<file path="config.mk">
export PLATFORM = sky130hd
export DESIGN_NAME = generator_pwm_multicanal_flat
export DESIGN_NICKNAME = d
export VERILOG_FILES = /design/src/rtl/generator_pwm_multicanal_if.sv /design/src/rtl/generator_pwm_multicanal.sv /design/src/flat_wrapper.sv
export SDC_FILE = /design/constraint.sdc
export NUM_CORES = 1
export LEC_CHECK = 0
export CAP_MARGIN = 0
export CORE_ASPECT_RATIO = 0.7
export CORE_MARGIN = 4
export CORE_UTILIZATION = 40
export DETAILED_ROUTE_END_ITERATION = 12
export PLACE_DENSITY = 0.72
export SYNTH_ARGS = -nofsm -noshare
export SYNTH_HDL_FRONTEND = slang
export SYNTH_SLANG_ARGS = --single-unit
export TNS_END_PERCENT = 20
</file>
<file path="constraint.sdc">
create_clock -name clock -period 2.8 [get_ports clock]
set_input_delay 0.56 -clock clock [delete_from_list [all_inputs] [get_ports clock]]
set_output_delay 0.56 -clock clock [all_outputs]
set_load 0.005 [all_outputs]
</file>
<file path="src/rtl/generator_pwm_multicanal_if.sv">
// Control/status bundle of the multi-channel PWM generator: run enable, duty
// load path, and the PWM/period/counter outputs.
interface generator_pwm_multicanal_if #(
  parameter int unsigned WIDTH  = 12,
  parameter int unsigned NUM_CH = 2
);
  logic                      activ;
  logic [NUM_CH*WIDTH-1:0]   duty_in;
  logic                      duty_load;
  logic [NUM_CH-1:0]         pwm_out;
  logic                      period_end;
  logic [WIDTH-1:0]          count_out;

  modport master (
    output activ, duty_in, duty_load,
    input  pwm_out, period_end, count_out
  );

  modport slave (
    input  activ, duty_in, duty_load,
    output pwm_out, period_end, count_out
  );
endinterface

</file>
<file path="src/rtl/generator_pwm_multicanal.sv">
// Multi-channel PWM: one shared sawtooth counter, shadowed duties applied at the period wrap.
// Optional SOFT_START_EN: active duties ramp toward their target by at most RAMP_STEP per period.
module generator_pwm_multicanal #(
  parameter int unsigned WIDTH     = 12,
  parameter int unsigned PERIOD    = 1000,
  parameter int unsigned NUM_CH    = 2,
  parameter int unsigned RAMP_STEP = 16
) (
  input  logic                          clock,
  input  logic                          reset,
  generator_pwm_multicanal_if.slave     bus
);

  localparam logic [WIDTH-1:0] LAST = WIDTH'(PERIOD - 1);

  if (PERIOD < 2 || (longint'(PERIOD) - 1) >= (longint'(1) << WIDTH)) begin : g_bad_period
    $error("generator_pwm_multicanal: PERIOD-1 must fit in WIDTH bits and PERIOD >= 2");
  end
  if (RAMP_STEP == 0) begin : g_bad_ramp
    $error("generator_pwm_multicanal: RAMP_STEP must be at least 1");
  end

  logic [WIDTH-1:0]  count_q, count_d;
  logic              wrap;
  logic [WIDTH-1:0]  shadow_q   [NUM_CH];
  logic [WIDTH-1:0]  duty_act_q [NUM_CH];
  logic [WIDTH-1:0]  duty_act_d [NUM_CH];
  logic [WIDTH-1:0]  target     [NUM_CH];
  logic [NUM_CH-1:0] pwm_q, pwm_d;

`ifdef SOFT_START_EN
  // Steps wider than the duty range collapse to "jump straight to target".
  localparam logic [WIDTH:0] STEP = (RAMP_STEP >= (2 ** WIDTH)) ?
                                    {1'b1, {WIDTH{1'b0}}} : (WIDTH+1)'(RAMP_STEP);

  function automatic logic [WIDTH-1:0] ramp(input logic [WIDTH-1:0] cur,
                                            input logic [WIDTH-1:0] tgt);
    logic [WIDTH-1:0] res;
    if (tgt > cur) begin
      res = ({1'b0, tgt - cur} > STEP) ? cur + STEP[WIDTH-1:0] : tgt;
    end else begin
      res = ({1'b0, cur - tgt} > STEP) ? cur - STEP[WIDTH-1:0] : tgt;
    end
    return res;
  endfunction
`endif

  assign wrap = bus.activ && (count_q == LAST);

  always_comb begin
    count_d = count_q + WIDTH'(1);
    if (!bus.activ || wrap) begin
      count_d = '0;
    end
  end

  always_comb begin
    pwm_d = '0;
    for (int i = 0; i < NUM_CH; i++) begin
      // A load on the wrap edge bypasses the shadow so it lands this period.
      target[i]     = bus.duty_load ? bus.duty_in[i*WIDTH +: WIDTH] : shadow_q[i];
      duty_act_d[i] = duty_act_q[i];
      if (wrap) begin
`ifdef SOFT_START_EN
        duty_act_d[i] = ramp(duty_act_q[i], target[i]);
`else
        duty_act_d[i] = target[i];
`endif
      end
      pwm_d[i] = bus.activ && (count_q < duty_act_q[i]);
    end
  end

  always_ff @(posedge clock) begin
    if (reset) begin
      count_q <= '0;
      pwm_q   <= '0;
      for (int i = 0; i < NUM_CH; i++) begin
        shadow_q[i]   <= '0;
        duty_act_q[i] <= '0;
      end
    end else begin
      count_q    <= count_d;
      pwm_q      <= pwm_d;
      duty_act_q <= duty_act_d;
      if (bus.duty_load) begin
        for (int i = 0; i < NUM_CH; i++) begin
          shadow_q[i] <= bus.duty_in[i*WIDTH +: WIDTH];
        end
      end
    end
  end

  assign bus.count_out  = count_q;
  assign bus.pwm_out    = pwm_q;
  assign bus.period_end = wrap;

endmodule

</file>
<file path="src/flat_wrapper.sv">
// flat-port wrapper written by rule: the top's interface ports become plain ports
module generator_pwm_multicanal_flat 
#(
  parameter int unsigned WIDTH     = 12,
  parameter int unsigned PERIOD    = 1000,
  parameter int unsigned NUM_CH    = 2,
  parameter int unsigned RAMP_STEP = 16
)
  (clock, reset, bus_activ, bus_duty_in, bus_duty_load, bus_pwm_out, bus_period_end, bus_count_out);
  generator_pwm_multicanal_if #(.WIDTH(WIDTH), .NUM_CH(NUM_CH)) bus_i ();
  input  logic clock;
  input  logic reset;
  input wire logic [$bits(bus_i.activ)-1:0] bus_activ;
  input wire logic [$bits(bus_i.duty_in)-1:0] bus_duty_in;
  input wire logic [$bits(bus_i.duty_load)-1:0] bus_duty_load;
  output wire logic [$bits(bus_i.pwm_out)-1:0] bus_pwm_out;
  output wire logic [$bits(bus_i.period_end)-1:0] bus_period_end;
  output wire logic [$bits(bus_i.count_out)-1:0] bus_count_out;
  assign bus_i.activ = bus_activ;
  assign bus_i.duty_in = bus_duty_in;
  assign bus_i.duty_load = bus_duty_load;
  assign bus_pwm_out = bus_i.pwm_out;
  assign bus_period_end = bus_i.period_end;
  assign bus_count_out = bus_i.count_out;
  generator_pwm_multicanal #(.WIDTH(WIDTH), .PERIOD(PERIOD), .NUM_CH(NUM_CH), .RAMP_STEP(RAMP_STEP)) u_core (.clock(clock), .reset(reset), .bus(bus_i));
endmodule
</file>
# [Yosys cells after proc, flatten, opt, wreduce, memory -nomap -nowiden]
# Memories as Yosys holds them, arrays and structs flattened. A register that Yosys moved wholly into a read port is not among the register bits.
# Index checks and enable logic that the tools add are counted.
[word_totals] reg_bits=14 mem_bits_rw=24 input_bits=28 out_inout_bits=15 elab_cells=22 n_memories=1
[classes] n_addsub=1 magnitude_cmp=2 eq_ne=1 mux=7 n_bitwise=2 reduce_logical=6
[memory_table] name="u_core.shadow_q" depth=2 width=12 read_ports=2 rd_ports_with_merged_regs=2 wr=2 line_no="generator_pwm_multicanal.sv:25" rtl="logic [WIDTH-1:0] shadow_q [NUM_CH];"
[op_table] cell="12-bit less-than comparator" count=2
[op_table] cell="12-bit two-way mux" count=2
[op_table] cell="12-bit by 1-bit adder with 12-bit output (second input constant)" count=1
[op_table] cell="12-bit by 10-bit equality test with 1-bit output (second input constant)" count=1
[op_table] cell="1-bit two-way mux" count=5
[op_table] cell="1-bit logical AND" count=3
[op_table] cell="1-bit bitwise OR" count=2
[op_table] cell="2-bit OR reduction" count=1
[op_table] cell="1-bit logical NOT" count=1
[op_table] cell="1-bit logical OR" count=1

# [Depth between registers and ports, before layout]
# Gate-level depths: netlist (run 1).
[logic_depth] word_depth=4 ltp_mapped=8 mapped_depth_nobuf=6

# [Worst setup path after synthesis (run 1)]
# No wires, ideal clock.
[synth_path] path_type="reg-to-output" from="register u_core.count_q[0] (netlist: u_core.bus.count_out[0])" to="output port bus_period_end" arrival_time_ns=1.284 t_required_ns=2.240 setup_slack_ns=0.956 stages_incl_launch_ff=7 path_cell_list="dfxtp_1 -> ha_1 -> and4_1 -> nand4_2 -> inv_2 -> buf_6 -> buf_6"
[synth_via] elab_chain_cells=2
[synth_lines] item="start, declared" line_no="generator_pwm_multicanal.sv:23" rtl="logic [WIDTH-1:0] count_q, count_d;"
[synth_lines] item="start signal, assigned" line_no="generator_pwm_multicanal.sv:83" rtl="count_q <= count_d;"
[synth_lines] item="12-bit by 10-bit equality test with 1-bit output" line_no="generator_pwm_multicanal.sv:48" rtl="assign wrap = bus.activ && (count_q == LAST);"
[synth_lines] item="1-bit logical AND" line_no="generator_pwm_multicanal.sv:48"
[synth_lines] item="end, declared" line_no="flat_wrapper.sv:17" rtl="output wire logic [$bits(bus_i.period_end)-1:0] bus_period_end;"
# Every way passes these cells.

# [Final worst setup path (run 1)]
[layout_path] from="register u_core.count_q[1] (netlist: u_core.bus.count_out[1])" to="output port bus_period_end"
# Same word-level chain as after synthesis.

==> run_results.csv, run 1 <==
group,metric,value,unit
timing,rsz_0062_raised_after_global_routing,"no",
placement,port_buffers,42,
power,fin_total_pwr,1.71,mW
floorplan,io_pins,43,
power,power.density_cell_area,498,nW/um^2
yosys,synth.top_cells.by_count,"sky130_fd_sc_hd__dfxtp_1, sky130_fd_sc_hd__nor2_1, sky130_fd_sc_hd__nand2_1",
power,internal-power,1.33,mW
power,power.share.switching,22.7,%
yosys,netlist_instances,297,
global_routing,grt_use_total,16.1,%
yosys,postSynthAreaPerCell,9.34,sq um
worst_setup_path,crit_path_end_kind,"output pin",
floorplan,die_area,8350,sq um
yosys,synthTopCellsByArea,"sky130_fd_sc_hd__dfxtp_1, sky130_fd_sc_hd__ha_1, sky130_fd_sc_hd__mux2i_1",
global_routing,first_global_vias,2160,
flow_run,timing.max_cap.violations,0,
hold_path,whs_path_depth,2,
worst_setup_path,critical_path.startpoint_type,"register",
worst_setup_path,critPathMaxStageDelay,0.49,ns
layout,register_area,1240,sq um
layout,syn2layout_area_growth,24.1,%
power,vdd_drop_max,217,uV
power,power.clock.fraction,40.3,%
yosys,synth_enable_flop_cells,0,
yosys,post-synth-top-area-fraction,44.7,%
floorplan,die_w,108,um
clock_tree,cts_sinks,62,
timing,layout_worst_path_cycle_share,91.9,%
clock_tree,cts_setup_buffers,0,
yosys,postSynthNetCount,348,
power,power_frac_comb,6.5,%
floorplan,number_of_placement_rows,25,
worst_setup_path,timing.reg2reg.worst_path_depth,7,
worst_setup_path,cp.arrival,2.01,ns
power,p_seq_share,53.2,%
timing,fin_setup_tns,0,ns
timing,holdWs,0.473,ns
routing,routedWlPerCell,14.1,um
layout,fraction_of_layout_cells_with_a_size_suffix_above_1,7.23,%
power,switching_power,388,uW
yosys,ys.warnings.count,0,
yosys,async_flop_share,0,%
yosys,ys_dominant_reg_cell,"sky130_fd_sc_hd__dfxtp_1",
yosys,synth_largest_area_cell,"sky130_fd_sc_hd__dfxtp_1",
worst_setup_path,critical_path.max_fanout,5,
clock_tree,cts_htree_levels,3,
placement,globalplace.congestion,0.840,
worst_setup_path,regToRegSetupSlack,0.89,ns
layout,multi_input_area,1350,sq um
clock_tree,cts.clk_slew.worst_paths,0.06,ns
timing,clock.fmax,389,MHz
clock_tree,cts_hold_repair.buffers,0,
worst_setup_path,path_class,"register to output pin",
yosys,synthMostInstantiatedCell,"sky130_fd_sc_hd__dfxtp_1",
hold_path,min-delay-path-class,"register to register",
routing,num_vias,2185,
layout,num_antenna_cells,0,
floorplan,chipHeight,77.7,um
routing,route.detailed.vias_per_inst,4.97,
timing,worst_slew_pin_slew,0.499,ns
worst_setup_path,critical_path.slowest_cell,"sky130_fd_sc_hd__clkdlybuf4s50_1",
timing,drv_slew,0,
global_routing,antenna_found_initial,0,
timing,finalWorstPathRequiredPeriod,2.57,ns
clock_tree,tritoncts_clock_tree,"built",
layout,num-nets-final,393,
global_routing,wire_length_of_the_first_global_routing_pass,10400,um
routing,drt_pass1_iterations,4,
yosys,synth.cell_area,2770,sq um
clock_tree,buffers_from_clock_root_to_sink_at_most,2,
timing,worst_clock_skew,0.00729,ns
clock_tree,cts-buffers-inserted,9,
worst_setup_path,crit_required,2.24,ns
timing,hold_violations,0,
status,result_of_the_run,"finished clean",
clock_tree,clock_latency_reported_for_the_late_side_of_the_worst_skew_pair,0.34,ns
power,total_leakage_power,1.37,nW
routing,routed_wirelength,6200,um
yosys,ys_types,30,
floorplan,placeableCoreArea,6760,sq um
yosys,synth-seq-cells,62,
yosys,share_of_synthesized_area_occupied_by_flip_flops_and_latches,44.7,%
routing,detail-route-antenna-nets,0,
timing,timing.final.ws_setup,0.227,ns
worst_setup_path,critical_path.cell_chain,"ha_1, and4_1, nand4_2, inv_2, clkdlybuf4s50_1",
timing,max-slew-margin-rel,66.7,%
placement,place_ws,0.451,ns
clock_tree,root_buffer,"sky130_fd_sc_hd__clkbuf_8",
floorplan,initial_core_util,41.1,%
layout,filler_cell_count,663,
placement,dp.final_hpwl,4290,um
routing,initialDrtViolationCount,83,
global_routing,residual_overflow_from_global_routing,0,
timing,finalSetupViolations,0,
clock_tree,post_cts.resized_instances,0,
routing,drc_errors,0,
global_routing,grt_max_degree,49,
==> power groups by stage <==
stage | Sequential (mW) | Clock, mW | Combinational (mW)
final | 0.911 | 0.690 | 0.112
after global routing | 0.913 | 0.764 | 0.125
after CTS | 0.911 | 0.713 | 0.113
after detailed placement | 0.931 | 0 | 0.112
after global placement | 0.930 | 0 | 0.111
after floorplan | 0.929 | 0 | 0.0583
==> kinds of logic (layout without fill, tap and decap cells) <==
group	count (synthesis)	count (layout)	share of synthesized area [%]
simple gates	98	98	16.4
flops	62	62	44.7
buf+inv	38	87	6.45
mux	24	24	8.66
compound gates	43	43	10.5
xor+xnor	9	9	2.84
fa+ha+maj	23	23	10.4
==> sequential cells by signal, summed over array words and instances, names as in the netlist <==
name	count
u_core.duty_act_q	24
u_core.bus.count_out	12
u_core.shadow_q	24
u_core.bus.pwm_out	2
==> metal layers <==
metal	global-route usage, %	part of all wire, %	up-vias
li1	-	-	1116
met1	21.4	50	1010
met2	22.8	41	47
met3	6.82	6.8	12
met4	7.06	1.7	0
met5	0	0	-
==> through the flow <==
step                area (sq um)  util (%)  cells
floorplan                   2770         -    297
global placement            3270      48.4    425
detailed placement          3270      48.4    425
CTS                         3440      50.9    440
global route                3440      50.9    440
finish                      3440      50.9    440
==> critical path, delay by kind of cell, from the launching register on <==
family,cells,cell delay [ns]
buffers and inverters,2,0.58
adders and majority gates,1,0.28
and+or+nand+nor,2,0.40
DFF,1,0.43
==> cell usage in the layout (no fill, tap or decap), drive strengths merged <==
| master | count |
|---|---|
| dfxtp | 62 |
| clkdlybuf4s50 | 42 |
| nor2 | 39 |
| nand2 | 32 |
| mux2i | 24 |
| inv | 24 |
| ha | 23 |
| o31ai | 22 |
| clkbuf | 11 |
| a21oi | 9 |
| nand4 | 7 |
| nand3 | 6 |
| buf | 6 |
| o21ai | 5 |
| xnor2 | 5 |
| xor2 | 4 |
| and4 | 3 |
| nor3 | 3 |
| clkinv | 3 |
| nor4 | 3 |
| nor3b | 2 |
| a21o | 2 |
| a211o | 2 |
| a211oi | 2 |
| and3 | 1 |
| nand2b | 1 |
| a31o | 1 |
| or3 | 1 |
| clkinvlp | 1 |
==> area by class of cell <==
| type | instances | area share [%] |
|---|---|---|
| Timing Repair Buffer | 48 | 13.5 |
| Sequential cell | 62 | 36.1 |
| Tap cell | 94 | 3.42 |
| Clock inverter | 4 | 0.654 |
| Multi-Input combinational cell | 197 | 39.3 |
| Inverter | 24 | 2.62 |
| Clock buffer | 11 | 4.40 |
==> path summary, 6_finish.rpt <==
kind | from | endpoint
max reg2reg | u_core.bus.count_out[1] | u_core.duty_act_q[12]
max | u_core.bus.count_out[1] | bus_period_end
min reg2reg | u_core.duty_act_q[0] | u_core.duty_act_q[0]
min | u_core.duty_act_q[0] | u_core.duty_act_q[0]
Power figures use the tool's default switching activity.
==> run 2, diff against run 1 <==
--- a/config.mk
+++ b/config.mk
@@ -14,4 +14,3 @@
 export SYNTH_ARGS = -nofsm -noshare
 export SYNTH_HDL_FRONTEND = slang
 export SYNTH_SLANG_ARGS = --single-unit
-export TNS_END_PERCENT = 20
==> results of run 2 <==
Final layout, timing and power as in run 1 (identical DEF).
